$ cat src/rtl/instr_sequencer.sv
// Multi-cycle sequencing FSM for the 16-bit CPU: shares the memory port between fetch and
// LOAD/STORE, and gates decoder write strobes to once per instruction. SEQ_PERF_CNT_EN adds instr_count.
module instr_sequencer #(
  parameter int unsigned MEM_WAIT_MAX = 15,
  parameter logic [3:0]  LOAD_OP      = 4'b1101,
  parameter logic [3:0]  STORE_OP     = 4'b1110
) (
  input  logic        clk,
  input  logic        rst,
  input  logic [3:0]  op,
  input  logic        dec_reg_en,
  input  logic        dec_lr_en,
  input  logic        dec_out_en,
  input  logic        mem_ack,
  input  logic        halt_req,
  output logic        mem_req,
  output logic        mem_we,
  output logic        addr_sel,
  output logic        ir_en,
  output logic        pc_en,
  output logic        reg_we,
  output logic        lr_we,
  output logic        out_we,
  output logic [2:0]  state,
  output logic        halted,
  output logic        timeout_err,
  output logic [15:0] instr_count
);

  localparam int unsigned WAIT_W  = 8;
  localparam int unsigned COUNT_W = 16;

  typedef enum logic [2:0] {
    S_BOOT   = 3'd0,
    S_FETCH  = 3'd1,
    S_DECODE = 3'd2,
    S_EXEC   = 3'd3,
    S_MEM    = 3'd4,
    S_WB     = 3'd5,
    S_HALT   = 3'd6,
    S_ERR    = 3'd7
  } state_t;

  state_t              state_q, state_d;
  logic [WAIT_W-1:0]   wait_cnt_q, wait_cnt_d;
  logic                in_access;
  logic                wait_expired;
  logic                is_mem_op;

  assign in_access    = (state_q == S_FETCH) || (state_q == S_MEM);
  assign wait_expired = (wait_cnt_q == WAIT_W'(MEM_WAIT_MAX)) && !mem_ack;
  assign is_mem_op    = (op == LOAD_OP) || (op == STORE_OP);

  // State register and memory wait counter
  always_ff @(posedge clk or posedge rst) begin
    if (rst) begin
      state_q    <= S_BOOT;
      wait_cnt_q <= '0;
    end else begin
      state_q    <= state_d;
      wait_cnt_q <= wait_cnt_d;
    end
  end

  // Next-state logic; the counter is zero in every state that can enter FETCH or MEM
  always_comb begin
    state_d    = state_q;
    wait_cnt_d = '0;
    case (state_q)
      S_BOOT:   state_d = S_FETCH;
      S_FETCH: begin
        if (mem_ack)           state_d = S_DECODE;
        else if (wait_expired) state_d = S_ERR;
      end
      S_DECODE: state_d = S_EXEC;
      S_EXEC:   state_d = is_mem_op ? S_MEM : S_WB;
      S_MEM: begin
        if (mem_ack)           state_d = S_WB;
        else if (wait_expired) state_d = S_ERR;
      end
      S_WB:     state_d = halt_req ? S_HALT : S_FETCH;
      S_HALT:   state_d = halt_req ? S_HALT : S_FETCH;
      S_ERR:    state_d = S_ERR;
      default:  state_d = S_BOOT;
    endcase
    if (in_access && !mem_ack && (state_d == state_q))
      wait_cnt_d = wait_cnt_q + WAIT_W'(1);
  end

  // Output decode; ir_en is the only output that follows mem_ack directly
  always_comb begin
    mem_req     = 1'b0;
    mem_we      = 1'b0;
    addr_sel    = 1'b0;
    ir_en       = 1'b0;
    pc_en       = 1'b0;
    reg_we      = 1'b0;
    lr_we       = 1'b0;
    out_we      = 1'b0;
    halted      = 1'b0;
    timeout_err = 1'b0;
    case (state_q)
      S_FETCH: begin
        mem_req = 1'b1;
        ir_en   = mem_ack;
      end
      S_MEM: begin
        mem_req  = 1'b1;
        addr_sel = 1'b1;
        mem_we   = (op == STORE_OP);
      end
      S_WB: begin
        pc_en  = 1'b1;
        reg_we = dec_reg_en && !dec_out_en;
        out_we = dec_out_en;
        lr_we  = dec_lr_en;
      end
      S_HALT:  halted      = 1'b1;
      S_ERR:   timeout_err = 1'b1;
      default: ;
    endcase
  end

  assign state = state_q;

`ifdef SEQ_PERF_CNT_EN
  logic [COUNT_W-1:0] instr_count_q;

  // Retired-instruction counter, one per WB cycle, wrapping
  always_ff @(posedge clk or posedge rst) begin
    if (rst)                  instr_count_q <= '0;
    else if (state_q == S_WB) instr_count_q <= instr_count_q + COUNT_W'(1);
  end

  assign instr_count = instr_count_q;
`else
  assign instr_count = COUNT_W'(0);
`endif

endmodule

$ cat config.mk
export PLATFORM = sky130hd
export DESIGN_NAME = instr_sequencer
export DESIGN_NICKNAME = d
export VERILOG_FILES = /design/src/rtl/instr_sequencer.sv
export SDC_FILE = /design/constraint.sdc
export NUM_CORES = 1
export LEC_CHECK = 0
export CAP_MARGIN = 20
export CORE_MARGIN = 5
export CORE_UTILIZATION = 42
export CTS_CLUSTER_DIAMETER = 150
export CTS_CLUSTER_SIZE = 40
export DETAILED_ROUTE_END_ITERATION = 10
export GPL_TIMING_DRIVEN = 0
export PLACE_DENSITY = 0.93
export SYNTH_ARGS = -nofsm -noshare
export SYNTH_HDL_FRONTEND = slang
export SYNTH_SLANG_ARGS = --single-unit
$ cat constraint.sdc
create_clock -name clk -period 2.45 [get_ports clk]
set_clock_uncertainty 0.1 [all_clocks]
set_input_delay 0.49 -clock clk [delete_from_list [all_inputs] [get_ports clk]]
set_output_delay 0.49 -clock clk [all_outputs]
set_load 0.1 [all_outputs]
[Yosys cells after proc, flatten, opt, wreduce, memory -nomap -nowiden]
Index checks and enable logic that the tools add are counted.
Operators by class
  $lt $le $gt $ge: 0
  divide/modulo/power cells: 0
  multiplexer cells: 17
  $mul: 0
  add/subtract/negate cells: 1
  shifts and indexed selects: 0
  reduce and logical (&&, ||, !) cells: 11
  equality and inequality tests: 11
  bitwise logic cells: 0
Operators by type and width (count)
  $pmux 3 s7: 1
  $eq 3x3->1 const B: 4
  $mux 3: 4
  $mux 1: 11
  $add 8x1->8 const B: 1
  $eq 4x4->1 const B: 2
  $eq 8x4->1 const B: 1
  $mux 8: 1
  $eq 3x2->1 const B: 2
  $logic_and 1x1->1: 4
  $reduce_or 2->1: 2
  $eq 3x1->1 const B: 1
  $eq 3x3->1: 1
  $logic_not 3->1: 1
  $logic_not 1->1: 2
  $logic_or 1x1->1: 2
Storage, ports and cells
  logic and storage cells: 42
  memory bits (writable): 0
  ROM bits: 0
  flip-flop bits (word level): 11
  bits of input ports: 11
  output and inout bits: 29
  latch bits: 0
  memories kept: 0

[Depth between registers and ports, before layout]
Gate-level depths: netlist of the first run.
  word-level depth: 8
  mapped depth: 5
  mapped depth without buffers: 4

[Worst setup path after synthesis of the first run]
No wires, ideal clock.
  kind: reg-to-output
  start point: register state_q[2], in the netlist state[2]
  end point: output mem_we
  buffers on the path: 1
  stages on the path, launching flop included: 4
  data arrival time: 4.536 ns
  slack: -2.676 ns
  data required time: 1.860 ns
  path through: dfrtp_1 > buf_4 > or3b_2 > nor4_1
Between the ends
  longest elaborated chain between the ends: 2
RTL lines
  start: declaration: line 44  | state_t state_q, state_d;
  start signal: assignment: line 60  | state_q <= state_d;
  $eq 3x3->1: line 102  | case (state_q)
  $mux 1: line 102
  end: declaration: line 17  | output logic mem_we,
No other way between the ends.

[Worst setup path in the final report of the first run]
  start point: register state_q[2], in the netlist state[2]
  end point: output state[2]
RTL lines
  end: declaration: line 24  | output logic [2:0] state,
No word-level cell between the ends.

==> metrics, run 1 <==
crit-path cells=clkdlybuf4s50_1; synth warn=0; area grow syn2layout=50.08%; Synth Register Bits=11; final antenna diode count=0; Initial Utilization=0.4270; critical path startpoint=state[2]; via count=a little under 800; Clk Latency, worst-skew pair=0.27 ns; Tmin final=about 2.4 ns; Clock transition at path regs=approximately 0.07 ns; switch share=0.6447; sequential share of power=0.169; TritonCTS Buffers=3; Crit path depth=1; sw power=1.057 mW; Placed Cells=between 150 and 200; Fmax=0.4158 GHz; CTS root buf=clkbuf_4; largest net degree at the start of global routing=12; hold violation total from the final report=0; worst IR drop on VDD=between 800 and 900 uV; initial antenna violation count=0; final wirelength=2057 um; Post-Syn Instances=slightly below 100; Critical path destination=state[2]; initial DRC count=14; vias in the first global route=roughly 740; sequential element share of the synthesized area=0.3390; Placeable Area=~1900 sq um; critical path arrival=between 1.5 and 2 ns; crit-path max FO=2; clock buffer depth=2; first-pass GRT wire length=roughly 3200 um; RSZ-0062 raised after global routing=false; drt pass-1 iters=4; cell taking the most area after synthesis=dfrtp_1; CTS Hold Bufs=0; I/O pin cnt=40; # DRC=0; Cell Pwr Density=~1300 nW/um^2; crit path launch type=flip-flop; Die H=~54 um; clock power share=0.076; Commonest cells post-synth=buf_4, dfrtp_1, nor2_1; Overall Global Routing Usage=0.1547; fin crit share=0.9816; Slew @ Worst Pin=slightly below 1 ns; Die Width=approximately 54 um; most frequent cell after synthesis=buf_4; GP Congestion=slightly below 0.8; clk sinks=11; Netlist cell types=33; R2R depth=5; FF-to-FF End=wait_cnt_q[7]; Nets=152; Worst Path Class, Setup=flip-flop to primary output; Rows=16; Avg WL per Cell=about 12 um; Logic pwr share=0.755; die area=~2900 sq um; Max Slew Vio Count=0; top_reg_cell synth=dfrtp_1; H-Tree Depth=1; RR Startpoint=wait_cnt_q[0]; EDFF count, synth=0; Synth top area share=0.3390; CP max stage cell=clkdlybuf4s50_1; CP Capture Type=primary output; Synth Area per Inst=8.371 sq um; global route overflow=0; Leakage=roughly 0.59 nW; PortBufs=23; CP top delay family=buffers and inverters; setup violators final=0; DRT antenna net count=0; Final HPWL DP=~1600 um; Bufs and invs on worst path=1; status=finished, final reports clean; Critical Path Max Stage Delay=~1.1 ns; Hold WC Path Type=flip-flop to flip-flop; cell-internal power=slightly below 600 uW; post-route cell area=1219 sq um; Max-Cap Viols=0; Worst EP required=between 1.5 and 2 ns; Synth Cell Area=812.0 sq um; Post-Layout Cell Count=between 150 and 200; Synth async-reset ratio=1.000; Rel. slew slack=0.3558; FF-to-FF setup slack=between 0.6 and 0.7 ns; CTS tree=yes; dpl cell area=around 1200 sq um; hold_ws=around 0.39 ns; share of cells above drive strength 1=0.3237; routed vias/inst=4.777; top cells by area, synth=dfrtp_1, buf_4, xnor2_1
## cell families (layout without fill, tap and decap cells)
kind of cell	after synthesis	count (layout)	synth area share
flip-flops	11	11	0.3390
AND/OR/NAND/NOR	38	38	0.2543
other	1	16	0.004618
adder cells (fa/ha/maj)	1	1	0.01541
AO/OA/AOI/OAI	16	16	0.1325
buffers and inverters	25	52	0.2003
XOR/XNOR	5	5	0.05393
## how the worst min path moves through the flow
stage,from,end,slack [ns],cells after the start
after floorplan,rst,wait_cnt_q[0],0.24,1
after global placement,wait_cnt_q[0],wait_cnt_q[0],0.37,1
after detailed placement,wait_cnt_q[0],wait_cnt_q[0],0.38,1
after CTS,wait_cnt_q[0],wait_cnt_q[0],0.39,1
after global routing,wait_cnt_q[0],wait_cnt_q[0],0.42,1
final,wait_cnt_q[0],wait_cnt_q[0],0.39,1
## routing by layer
metal	vias to the layer above	track usage	part of all wire
li1	390	-	-
met2	36	0.2319	0.48
met1	363	0.1956	0.41
met5	-	0	0
met4	0	0.08714	0.018
met3	4	0.04709	0.088
## sequential cells by signal, indices dropped and copies added (netlist names)
| signal | flops |
|---|---|
| wait_cnt_q | 8 |
| state | 3 |
## cells in the final DEF, fill, tap and decap left out, types with 2 or more instances in the layout
master / Yosys / layout
inv_1: 5 / 5
clkbuf_4: 0 / 4
and2_4: 0 / 2
buf_2: 1 / 6
or3_1: 2 / 2
and3_1: 4 / 4
dfrtp_1: 11 / 8
o211ai_1: 2 / 2
o21ai_0: 4 / 4
buf_6: 0 / 3
dfrtp_4: 0 / 3
nand2_1: 6 / 6
clkdlybuf4s15_2: 0 / 4
nand3_1: 4 / 4
buf_4: 18 / 16
clkdlybuf4s50_1: 0 / 11
a21oi_1: 4 / 4
nor2_1: 8 / 6
dlygate4sd2_1: 0 / 2
and3b_1: 2 / 2
conb_1: 1 / 16
xnor2_1: 4 / 4
## timing repair
item	in CTS	in global routing
setup endpoints to repair	12	4
gates cloned	0	0
resized for setup	40	6
setup buffers	0	0
## worst reg2reg max path, delay by kind of cell, from the launching register on
| kind | cells | cell delay (ns) |
|---|---|---|
| flops | 1 | 0.41 |
| fa+ha+maj | 1 | 0.25 |
| buf+inv | 1 | 0.14 |
| compound gates | 2 | 0.64 |
| simple gates | 1 | 0.18 |
## area by class of cell
cell class                      instances  area, sq um
Fill cell                             172        683.2
Multi-Input combinational cell         76        489.2
Sequential cell                        11        286.5
Timing Repair Buffer                   23        209.0
Buffer                                 20        155.1
Tap cell                               27        33.78
Clock buffer                            4        26.28
Inverter                                5        18.77
## stage by stage
step	worst slack [ns]	setup TNS, ns	power, mW	utilization
finish	0.04513	0	1.639	0.6408
global route	0.008152	0	1.710	0.6408
CTS	0.001194	0	1.645	0.6480
detailed placement	-0.6109	-3.292	1.553	0.6382
global placement	-0.5903	-3.097	1.528	0.6382
floorplan	-0.4221	-0.6008	1.309	-
## power by group through the flow
| stage | Clock [mW] | Sequential, mW | Combinational [mW] |
|---|---|---|---|
| floorplan | 0 | 0.458 | 0.851 |
| global placement | 0 | 0.278 | 1.25 |
| detailed placement | 0 | 0.281 | 1.27 |
| CTS | 0.126 | 0.277 | 1.24 |
| global route | 0.137 | 0.284 | 1.29 |
| finish | 0.124 | 0.277 | 1.24 |
(Power assumes the default switching activity.)
==> run 2, diff against run 1 <==
Settings changed: MAX_ROUTING_LAYER from default to met4.
==> run 2 against run 1 <==
  * Fmax barely moved
  * Sequential share of layout area did not move
  * Core utilization did not move
  * Register-to-register slack barely moved
  * Final cell count did not move
  * First-iteration DRC count did not move
  * Setup slack got worse by 0.00063 ns
  * Non-clock buffer count did not move
  * Combinational power barely moved
  * Clock-buffer cell count did not move
  * Clock power barely moved
  * Critical path depth did not move
  * Critical endpoint unchanged
  * Largest cell class unchanged
==> metrics, run 2 (same netlist as run 1, synthesis figures left out) <==
Fmax=0.4157 GHz (was 0.4158 GHz); drt pass-1 iters=4 (unchanged); CP top delay family=buffers and inverters (unchanged); Worst Slack Setup Final=0.04450 ns (was 0.04513 ns); final antenna diode count=0 (unchanged); # DRC=0 (unchanged); TritonCTS Buffers=3 (unchanged); I/O pin cnt=40 (unchanged); CTS Hold Bufs=0 (unchanged); Initial Utilization=0.4270 (unchanged); FF-to-FF setup slack=0.67 ns (was 0.66 ns); hold violation total from the final report=0 (unchanged); Filler Cells Inserted=172 (unchanged); vias in the first global route=733 (was 736); CTS root buf=clkbuf_4 (unchanged); Final Core Density=0.6408 (unchanged); crit-path cells=clkdlybuf4s50_1 (unchanged); max FFs per register=8 (unchanged); fin crit share=0.9818 (was 0.9816); initial DRC count=14 (unchanged); initial antenna violation count=0 (unchanged); crit path launch type=flip-flop (unchanged); critical path arrival=1.82 ns (was 1.81 ns); Overall Global Routing Usage=0.1591 (was 0.1547); Die H=53.97 um (unchanged); Hold WC Path Type=flip-flop to flip-flop (unchanged); CP Capture Type=primary output (unchanged); crit-path max FO=2 (unchanged); Max-Cap Viols=0 (unchanged); CP max stage cell=clkdlybuf4s50_1 (unchanged); largest net degree at the start of global routing=12 (unchanged); dpl cell area=1214 sq um (unchanged); global route overflow=0 (unchanged); GP Congestion=0.8029 (was 0.7916); share of cells above drive strength 1=0.3237 (unchanged); FF-to-FF End=wait_cnt_q[7] (unchanged); CTS tree=yes (unchanged); Rel. slew slack=0.3558 (about the same); Critical Path Max Stage Delay=1.13 ns (about the same); worst IR drop on VDD=881.3 uV (was 878.9 uV); DRT antenna net count=0 (unchanged); Placeable Area=1902 sq um (unchanged); Bufs and invs on worst path=1 (unchanged); post-route cell area=1219 sq um (unchanged); first-pass GRT wire length=3222 um (was 3229 um); Rows=16 (unchanged); Top reg by flops=wait_cnt_q (unchanged); Slew @ Worst Pin=0.9633 ns (about the same); Hold Crit Endpoint=wait_cnt_q[0] (unchanged); Nets=152 (unchanged); Max Slew Vio Count=0 (unchanged); Avg WL per Cell=12.28 um (was 12.39 um); RSZ-0062 raised after global routing=false (unchanged); RR Startpoint=wait_cnt_q[0] (unchanged); setup violators final=0 (unchanged); status=finished, final reports clean (unchanged); hold_ws=0.3834 ns (was 0.3931 ns); PortBufs=23 (unchanged); worst hold start=wait_cnt_q[0] (unchanged); final wirelength=2038 um (was 2057 um); Final HPWL DP=1608 um (unchanged); area grow syn2layout=50.08% (unchanged); Leakage=0.5861 nW (unchanged); H-Tree Depth=1 (unchanged); Multi-input gate area=489.2 sq um (unchanged); Worst EP required=1.86 ns (about the same); WHS Path Cells=1 (unchanged); Die Width=53.97 um (unchanged); setup TNS=0 ns (unchanged); clock buffer depth=2 (unchanged); via count=796 (was 793); Clock transition at path regs=0.07 ns (about the same); most frequent cells in the layout=buf_4, conb_1, clkdlybuf4s50_1 (unchanged); routed vias/inst=4.795 (was 4.777); Crit path depth=1 (unchanged); register area=286.5 sq um (unchanged); Tmin final=2.406 ns (was 2.405 ns); Worst Path Class, Setup=flip-flop to primary output (unchanged); Clk Latency, worst-skew pair=0.27 ns (about the same); die area=2913 sq um (unchanged); R2R depth=5 (unchanged); clk sinks=11 (unchanged); Cell Pwr Density=1345 nW/um^2 (about the same); pre-CTS setup slack=-0.6109 ns (unchanged)
run 2: cell counts in the layout (fill, tap and decap cells not counted):
Identical to the previous run, type by type.
run 2: what timing repair did:
action                     CTS  global route
buffers inserted             0             0
resized for setup           40             6
setup endpoints to repair   12             4
gates cloned                 0             0
run 2: layout make-up:
cell class                      count  share of cell area
Sequential cell                    11              0.2351
Multi-Input combinational cell     76              0.4014
Clock buffer                        4             0.02156
Timing Repair Buffer               23              0.1715
Tap cell                           27             0.02772
Inverter                            5             0.01540
Buffer                             20              0.1273
run 2: how the worst max path moves through the flow:
stage                     startpoint       end  slack [ns]
after detailed placement     mem_ack     ir_en       -0.61
final                       state[2]  state[2]        0.04
after global placement         op[1]    mem_we       -0.59
after global routing        state[2]  state[2]       0.008
after floorplan             state[2]    mem_we       -0.42
after CTS                   state[1]    reg_we       0.001
run 2: routing by layer:
layer | part of all wire | vias up | GRT usage
met2 | 0.48 | 32 | 0.2319
met5 | 0 | - | -
met1 | 0.42 | 368 | 0.2007
met3 | 0.072 | 6 | 0.03878
met4 | 0.024 | 0 | 0.08714
li1 | - | 390 | -
run 2: power by group:
group          internal (mW)  switching [mW]  leakage, nW
clock                 0.0632          0.0617       0.0150
combinational          0.286           0.952        0.428
sequential             0.234          0.0430        0.143
run 2: per-stage QoR:
stage          total power [mW]  std cells
2_1_floorplan             1.309        112
3_3_place_gp              1.528        162
3_5_place_dp              1.553        162
4_1_cts                   1.645        166
5_1_grt                   1.710        166
6_report                  1.639        166
==> run 3, diff against run 2 <==
Settings changed: ABC_AREA from default to 1, GPL_TIMING_DRIVEN 0 to default, SKIP_CTS_REPAIR_TIMING from default to 1.
==> run 3 against run 2 <==
  * Via count decreased by 6.0%
  * Total power increased by 5.2%
  * Non-clock buffer count is 20 lower
  * Synthesized cell count increased by 16%
==> metrics, run 3 <==
vias in the first global route=696 (was 733); Overall Global Routing Usage=0.1418 (was 0.1591); setup violators final=0 (unchanged); Synth Cell Area=813.3 sq um (was 812.0 sq um); initial antenna violation count=0 (unchanged); Initial Utilization=0.4276 (was 0.4270); Hold Crit Endpoint=wait_cnt_q[0] (unchanged); CTS root buf=clkbuf_4 (unchanged); Placed Cells=162 (unchanged); max FFs per register=8 (unchanged); FF-to-FF End=wait_cnt_q[6] (was wait_cnt_q[7]); CP Capture Type=primary output (unchanged); routed vias/inst=4.506 (was 4.795); clock buffer depth=2 (unchanged); Clk Latency, worst-skew pair=0.27 ns (about the same); TritonCTS Buffers=3 (unchanged); Final Core Density=0.6243 (was 0.6408); largest net degree at the start of global routing=12 (unchanged); via count=748 (was 796); clk sinks=11 (unchanged); # DRC=0 (unchanged); top cells by area, synth=dfrtp_1, buf_4, nand2_1 (was dfrtp_1, buf_4, xnor2_1); Die Width=54.01 um (was 53.97 um); PortBufs=23 (unchanged); Cell Pwr Density=1452 nW/um^2 (was 1345 nW/um^2); Synth async-reset ratio=1.000 (unchanged); global route overflow=0 (unchanged); Rows=16 (unchanged); most frequent cells in the layout=nand2_1, conb_1, inv_1 (was buf_4, conb_1, clkdlybuf4s50_1); DRT antenna net count=0 (unchanged); Top reg by flops=wait_cnt_q (unchanged); Bufs and invs on worst path=2 (was 1); Commonest cells post-synth=nand2_1, nor2_1, buf_4 (was buf_4, dfrtp_1, nor2_1); first-pass GRT wire length=2829 um (was 3222 um); fin crit share=0.8696 (was 0.9818); worst IR drop on VDD=917.0 uV (was 881.3 uV); Synth Area per Inst=7.197 sq um (was 8.371 sq um); area grow syn2layout=46.00% (was 50.08%); Worst Path Class, Setup=flip-flop to primary output (unchanged); Critical Path Max Stage Delay=0.53 ns (was 1.13 ns); CTS tree=yes (unchanged); Hold WC Path Type=flip-flop to flip-flop (unchanged); worst hold start=wait_cnt_q[0] (unchanged); Max Slew Vio Count=0 (unchanged); cell taking the most area after synthesis=dfrtp_1 (unchanged); synth warn=0 (unchanged); dpl cell area=1161 sq um (was 1214 sq um); pre-CTS setup slack=0.3970 ns (was -0.6109 ns); RR Startpoint=state[0] (was wait_cnt_q[0]); drt pass-1 iters=4 (unchanged); Avg WL per Cell=11.35 um (was 12.28 um); final wirelength=1884 um (was 2038 um); FF-to-FF setup slack=0.80 ns (was 0.67 ns); hold violation total from the final report=0 (unchanged); crit path launch type=flip-flop (unchanged); sequential element share of the synthesized area=0.3385 (was 0.3390); Nets=152 (unchanged); post-route cell area=1187 sq um (was 1219 sq um); Worst Slack Setup Final=0.3194 ns (was 0.04450 ns); EDFF count, synth=0 (unchanged); Netlist cell types=22 (was 33); Synth top area share=0.3385 (was 0.3390); commonest non-fill, non-tap cell in the layout=nand2_1; Tmin final=2.131 ns (was 2.406 ns); status=finished, final reports clean (unchanged); initial DRC count=3 (was 14); crit-path cells=inv_1, nand3_1, nor2_2, buf_12 (was clkdlybuf4s50_1); die area=2917 sq um (was 2913 sq um); crit-path max FO=6 (was 2); Max-Cap Viols=0 (unchanged); H-Tree Depth=1 (unchanged); CP max stage cell=dfrtp_4 (was clkdlybuf4s50_1); share of cells above drive strength 1=0.2590 (was 0.3237); Placeable Area=1902 sq um (unchanged); final antenna diode count=0 (unchanged); top_reg_cell synth=dfrtp_1 (unchanged); R2R depth=8 (was 5); WHS Path Cells=1 (unchanged); Post-Syn Instances=113 (was 97); Clock transition at path regs=0.07 ns (about the same); Leakage=0.5814 nW (was 0.5861 nW); Synth Register Bits=11 (unchanged); Fmax=0.4693 GHz (was 0.4157 GHz); Worst EP required=1.86 ns (about the same); CP top delay family=flip-flops (was buffers and inverters); critical path arrival=1.54 ns (was 1.82 ns); RSZ-0062 raised after global routing=false (unchanged); I/O pin cnt=40 (unchanged); GP Congestion=0.8397 (was 0.8029); Post-Layout Cell Count=166 (unchanged); Final HPWL DP=1635 um (was 1608 um); Die H=54.01 um (was 53.97 um)
## run 3: logic make-up after synthesis
group,Yosys count,share of synthesized area
fa+ha+maj,1,0.01538
other cells,1,0.004611
buf+inv,33,0.2262
xor+xnor,6,0.06461
flops,11,0.3385
compound gates,6,0.04000
simple gates,55,0.3108
## run 3: cell type report
class                   instances  area [sq um]
multi-input cells              84         459.2
well taps                      27         33.78
inverters                      17         71.32
repair buffers                 23         310.3
flip-flops and latches         11         286.5
fillers                       166         714.4
clock buffers                   4         26.28
## run 3: per-layer routing
metal / vias up / track usage / wire [um]
li1: 370 / - / -
met1: 349 / 0.1313 / 693
met2: 24 / 0.2702 / 1018
met3: 5 / 0.02770 / 139
met4: 0 / 0.07469 / 32
met5: - / - / 0
## run 3: worst max path at each step
stage / from / to / slack (ns) / depth (start not counted)
after global placement: op[2] / mem_we / 0.43 / 4
after detailed placement: op[2] / mem_we / 0.40 / 4
after CTS: state[0] / mem_we / 0.31 / 4
after floorplan: state[1] / lr_we / -0.14 / 5
after global routing: state[0] / mem_we / 0.25 / 4
final: state[0] / mem_we / 0.32 / 4
## run 3: through the flow
stage	total power, mW	hold slack [ns]	setup TNS (ns)
2_1_floorplan	1.281	0.2425	-0.4031
3_3_place_gp	1.576	0.3416	0
3_5_place_dp	1.613	0.3491	0
4_1_cts	1.737	0.3580	0
5_1_grt	1.796	0.3752	0
6_report	1.725	0.3517	0
## run 3: where the power goes
part / total, mW / switching (mW) / internal [mW]
sequential: 0.300 / 0.0656 / 0.234
clock: 0.123 / 0.0602 / 0.0631
combinational: 1.30 / 0.959 / 0.342
